## src/rtl/etcpu_mem_pkg.sv

```systemverilog
// Shared types and constants for the etcpu main-memory arbiter and its clients.
package etcpu_mem_pkg;

    localparam int ADDR_W = 32;
    localparam int DAT_W  = 32;

    typedef enum logic {
        TAG_IF = 1'b0,
        TAG_MA = 1'b1
    } req_tag_e;

    typedef struct packed {
        logic     valid;
        req_tag_e tag;
    } lat_ent_t;

endpackage

```

## src/rtl/etcpu_mem_lat_pipe.sv

```systemverilog
// Fixed-depth shift register carrying {valid, tag} alongside outstanding memory reads.
module etcpu_mem_lat_pipe
    import etcpu_mem_pkg::*;
#(
    parameter int DEPTH = 1
) (
    input  logic     clk,
    input  logic     rst_n,
    input  lat_ent_t in_ent,
    output lat_ent_t out_ent
);

    lat_ent_t stage_q [DEPTH];
    lat_ent_t stage_d [DEPTH];

    always_comb begin
        stage_d[0] = in_ent;
        for (int i = 1; i < DEPTH; i++) begin
            stage_d[i] = stage_q[i-1];
        end
    end

    always_ff @(posedge clk or negedge rst_n) begin
        if (!rst_n) begin
            for (int i = 0; i < DEPTH; i++) begin
                stage_q[i] <= '0;
            end
        end else begin
            stage_q <= stage_d;
        end
    end

    assign out_ent = stage_q[DEPTH-1];

endmodule

```

## src/rtl/etcpu_mem_arb.sv

```systemverilog
// Single-port main memory arbiter between fetch (reads) and memory-access (loads/stores),
// with fetch starvation protection and tagged read-return routing.
module etcpu_mem_arb
    import etcpu_mem_pkg::*;
#(
    parameter int ADDR_W     = etcpu_mem_pkg::ADDR_W,
    parameter int DAT_W      = etcpu_mem_pkg::DAT_W,
    parameter int MEM_LAT    = 1,
    parameter int STARVE_MAX = 4
) (
    input  logic              clk,
    input  logic              rst_n,
    input  logic              if_req,
    input  logic [ADDR_W-1:0] if_addr,
    output logic              if_gnt,
    output logic              if_rvalid,
    output logic [DAT_W-1:0]  if_rdata,
    input  logic              ma_req,
    input  logic              ma_wen,
    input  logic [ADDR_W-1:0] ma_addr,
    input  logic [DAT_W-1:0]  ma_wdata,
    output logic              ma_gnt,
    output logic              ma_rvalid,
    output logic [DAT_W-1:0]  ma_rdata,
    output logic              mem_cs,
    output logic              mem_wen,
    output logic [ADDR_W-1:0] mem_addr,
    output logic [DAT_W-1:0]  mem_dat_in,
    input  logic [DAT_W-1:0]  mem_dat_out,
    output logic [2:0]        starve_cnt_o
);

    logic [2:0] starve_cnt_q, starve_cnt_d;
    logic       starved;
    lat_ent_t   push_ent, pop_ent;

    assign starved = (starve_cnt_q == 3'(STARVE_MAX));

    // Data side wins unless fetch has been denied STARVE_MAX cycles in a row.
    always_comb begin
        if_gnt = 1'b0;
        ma_gnt = 1'b0;
        if (if_req && (!ma_req || starved)) begin
            if_gnt = 1'b1;
        end else if (ma_req) begin
            ma_gnt = 1'b1;
        end
    end

    always_comb begin
        starve_cnt_d = 3'd0;
        if (if_req && !if_gnt) begin
            starve_cnt_d = starved ? starve_cnt_q : starve_cnt_q + 3'd1;
        end
    end

    always_ff @(posedge clk or negedge rst_n) begin
        if (!rst_n) begin
            starve_cnt_q <= 3'd0;
        end else begin
            starve_cnt_q <= starve_cnt_d;
        end
    end

    always_comb begin
        mem_cs     = if_gnt | ma_gnt;
        mem_wen    = ma_gnt & ma_wen;
        mem_addr   = '0;
        mem_dat_in = '0;
        if (if_gnt) begin
            mem_addr = if_addr;
        end else if (ma_gnt) begin
            mem_addr   = ma_addr;
            mem_dat_in = ma_wdata;
        end
    end

    always_comb begin
        push_ent.valid = if_gnt | (ma_gnt & ~ma_wen);
        push_ent.tag   = if_gnt ? TAG_IF : TAG_MA;
    end

    etcpu_mem_lat_pipe #(
        .DEPTH (MEM_LAT)
    ) u_lat_pipe (
        .clk     (clk),
        .rst_n   (rst_n),
        .in_ent  (push_ent),
        .out_ent (pop_ent)
    );

    assign if_rvalid    = pop_ent.valid && (pop_ent.tag == TAG_IF);
    assign ma_rvalid    = pop_ent.valid && (pop_ent.tag == TAG_MA);
    assign if_rdata     = mem_dat_out;
    assign ma_rdata     = mem_dat_out;
    assign starve_cnt_o = starve_cnt_q;

endmodule
```

## config.mk

```make
export PLATFORM = sky130hd
export DESIGN_NAME = etcpu_mem_arb
export DESIGN_NICKNAME = d
export VERILOG_FILES = /design/src/rtl/etcpu_mem_pkg.sv /design/src/rtl/etcpu_mem_lat_pipe.sv /design/src/rtl/etcpu_mem_arb.sv
export SDC_FILE = /design/constraint.sdc
export NUM_CORES = 1
export LEC_CHECK = 0
export CAP_MARGIN = 0
export CORE_AREA = 2 2 104 106
export CTS_BUF_LIST = sky130_fd_sc_hd__clkbuf_8
export CTS_CLUSTER_DIAMETER = 60
export CTS_CLUSTER_SIZE = 10
export DETAILED_ROUTE_END_ITERATION = 8
export DIE_AREA = 0 0 106 108
export PLACE_DENSITY_LB_ADDON = 0.2
export REMOVE_ABC_BUFFERS = 1
export SLEW_MARGIN = 20
export SYNTH_ARGS = -nofsm -noshare
export SYNTH_HDL_FRONTEND = slang
export SYNTH_HIERARCHICAL = 1
export SYNTH_SLANG_ARGS = --single-unit
```

## constraint.sdc

```tcl
create_clock -name clk -period 1.4 [get_ports clk]
set_input_delay 0.28 -clock clk [delete_from_list [all_inputs] [get_ports clk]]
set_output_delay 0.28 -clock clk [all_outputs]
set_load 0.02 [all_outputs]
```

==> metrics.csv <==
stage,metric,value,unit
global_routing,initial antenna violation count,0,
cts,root buf cell,clkbuf_8,
die,die height,108,microns
drt,vias per std cell,4.09,
worst_setup_path,CP Data Arrival Time,1.55,ns
pwr,Peak supply drop,0.169,mV
cts,cts hold-fix bufs,0,
worst_setup_path,worst-path fanout max,5,
synthesis,largest family of logic cells by synthesized area,buffers and inverters,
finish,nets,497,
synthesis,Post-synth top flop,dfrtp_1,
drt,Metal-1 WL,3400,microns
cts,CTS tree,done,
pwr,Power Total,1.31,mW
cts,CTS H-tree lvls,1,
job,max_cap viols,0,
synthesis,register area share after synthesis,8.20,%
finish,Filler Cell Count,1140,
synthesis,post-synth top area share,32.5,%
drt,Detail Route Antenna Nets,0,
worst_setup_path,R2R cell count,6,
finish,area grow syn2layout,91.7,%
cts,Num CTS Buffers,3,
timing,FMAX,548,MHz
synthesis,Seq cells post-synth,5,
synthesis,syn avg cell area,6.30,sq um
timing,Slew HR,83.4,%
drt,drt wl/cell,20.2,microns
global_routing,largest net degree at the start of global routing,34,
die,die area,11400,sq um
drt,starting DRC count in detailed routing,59,
worst_setup_path,kind of critical path,reg -> out,
worst_setup_path,CP Data Required Time,1.12,ns
timing,post-route minimum period,1.83,ns
cts,clk slew on worst S/H paths,0.03,ns
die,Rows,37,
die,Die X,106,microns
synthesis,Synth area leader,buf_4,
drt,Post-route DRC,0,
synthesis,largest cells by area after synthesis,"buf_4, nand2_1, and3_1",
run_status,failing checks,negative setup slack,
drt,DR top layer,met5,
drt,met2 routed WL,4670,microns
timing,Final Hold Fails,0,
worst_setup_path,CP Capture Type,primary output,
place,IO buf count,173,
drt,final wirelength,10000,microns
min_path,Hold WC Path Type,in -> async,
synthesis,"count leader, synth",nand2_1,
synthesis,post-synthesis adder-cell area fraction,1.64,%
global_routing,vias in the first global route,2056,
synthesis,top post-synthesis cells by count,"nand2_1, buf_4, and3_1, o22ai_1, clkbuf_1",
timing,clock skew,0.000177,ns
timing,Final Cycle Share,130,%
timing,final worst setup slack,-0.425,ns
pwr,power density over cell area,447,nW/um^2
die,Ports,270,
synthesis,mux cell area share after synthesis,0,%
cts,clock latency on the worst-skew pair,0.22,ns
finish,diode count,0,
drt,drt pass-1 iters,4,
synthesis,cells after synthesis,242,
place,Placed Area,3020,sq um
drt,vias post-DR,2031,
place,RD Place Congestion,0.900,
die,Initial Util,14.9,%
finish,layout cells sized above 1,30.7,%
synthesis,number of flops mapped to enable cells by yosys,0,
synthesis,Yosys cell types,20,
drt,Met3 Routed Length,1890,microns
synthesis,Synth Area in XOR/XNOR,0,%
worst_setup_path,RR Startpoint,starve_cnt_o[0]$_DFFE_PN0P_,
die,core area,10200,sq um
cts,CTS sink count,5,
synthesis,Synth Area in Simple Gates,34.9,%
timing,final setup vio count,67,
worst_setup_path,Critical Path Start Type,flip-flop,
worst_setup_path,FF-to-FF End,u_lat_pipe/out_ent[1]$_DFF_PN0_,
worst_setup_path,"setup slack, reg-to-reg",0.10,ns
synthesis,fraction of registers with async set/reset,100,%
cts,clk buf depth,2,
pwr,Pleak,1.43,nW
synthesis,Yosys warnings,6,
timing,"Slew Viols, Final",0,
finish,design area,2920,sq um
global_routing,GRT Residual Overflow,0,
global_routing,first-pass GRT wire length,13700,microns
run_status,status,"complete, but fails checks",
timing,worst-margin pin slew,0.249,ns
timing,setup TNS,-25.28,ns
synthesis,Synth Area in Compound Gates,15.1,%
place,DP HPWL,8720,microns
synthesis,Post-Syn Area,1530,sq um
finish,Util after Layout,28.6,%
timing,RSZ-0062 raised after global routing,true,
global_routing,aggregate global-route resource usage,16.0,%
==> metrics by stage <==
stage / cells / setup slack (ns) / hold WS (ns)
floorplan: 157 / -0.700 / -0.0156
global placement: 489 / -0.968 / 0.521
detailed placement: 489 / -0.918 / 0.522
CTS: 494 / -0.438 / 0.296
global route: 497 / -0.468 / 0.304
finish: 497 / -0.425 / 0.296
==> power breakdown <==
group	switching [mW]	internal, mW	leakage, nW
Clock	0.0666	0.188	0.0269
Sequential	0.00327	0.152	0.0631
Combinational	0.408	0.491	1.34
==> state kept, by name (all words and copies together) (netlist names) <==
name,count
starve_cnt_o,3
u_lat_pipe/out_ent,2
==> worst max-delay path, stage by stage (launching register included) <==
cell,delay [ns]
dfrtp_1,0.36
inv_2,0.05
ha_4,0.17
a21boi_4,0.25
buf_6,0.17
buf_4,0.11
o22ai_2,0.08
buf_6,0.13
==> timing repair <==
action                                  4_1_cts  5_1_grt
hold endpoints to repair                      0        0
gates resized for setup                     296       36
pin swaps                                     0        3
endpoints found under the setup margin       73       69
setup buffers                                 1        3
==> per-layer routing <==
layer	up-vias	track usage [%]
li1	985	-
met1	888	15.9
met2	154	26.0
met3	2	14.4
met4	2	0.846
met5	-	5.36
==> final cells by class <==
type / instances / area, sq um / share of cell area [%]
well taps: 136 / 170 / 5.82
clock inverters: 1 / 3.75 / 0.128
clock buffers: 3 / 41.3 / 1.41
multi-input cells: 148 / 846 / 28.9
flip-flops and latches: 5 / 125 / 4.28
repair buffers: 200 / 1720 / 58.9
inverters: 4 / 15.0 / 0.513
==> cells in the final DEF (no fill, tap or decap), types with 2 or more instances in the layout <==
master and n:
o22ai_1 30, buf_8 2, nand2b_1 2, buf_2 47, clkbuf_8 3, nand2_1 67, o22ai_2 2, inv_2 3
buf_4 36, buf_12 3, inv_1 2, dfrtp_1 5, buf_6 8, clkdlybuf4s50_1 98, and3_1 33, dlygate4sd2_1 4
==> worst max-delay path by stage <==
stage / from / to / slack (ns) / cells after the start
2_1_floorplan: starve_cnt_o[0]$_DFFE_PN0P_ / mem_addr[0] / -0.70 / 4
3_3_place_gp: if_req / mem_addr[3] / -0.97 / 5
3_5_place_dp: if_req / mem_addr[3] / -0.92 / 5
4_1_cts: starve_cnt_o[0]$_DFFE_PN0P_ / if_gnt / -0.44 / 6
5_1_grt: starve_cnt_o[0]$_DFFE_PN0P_ / mem_addr[28] / -0.47 / 7
6_report: starve_cnt_o[0]$_DFFE_PN0P_ / mem_addr[28] / -0.43 / 7
==> kinds of logic (layout without fill, tap and decap cells) <==
kind of cell	count (synthesis)	count (layout)
flip-flops	5	5
buffers and inverters	89	208
AO/OA/AOI/OAI	35	35
adder cells (fa/ha/maj)	2	2
AND/OR/NAND/NOR	111	111
No activity file was read; power rests on OpenSTA's default activity.
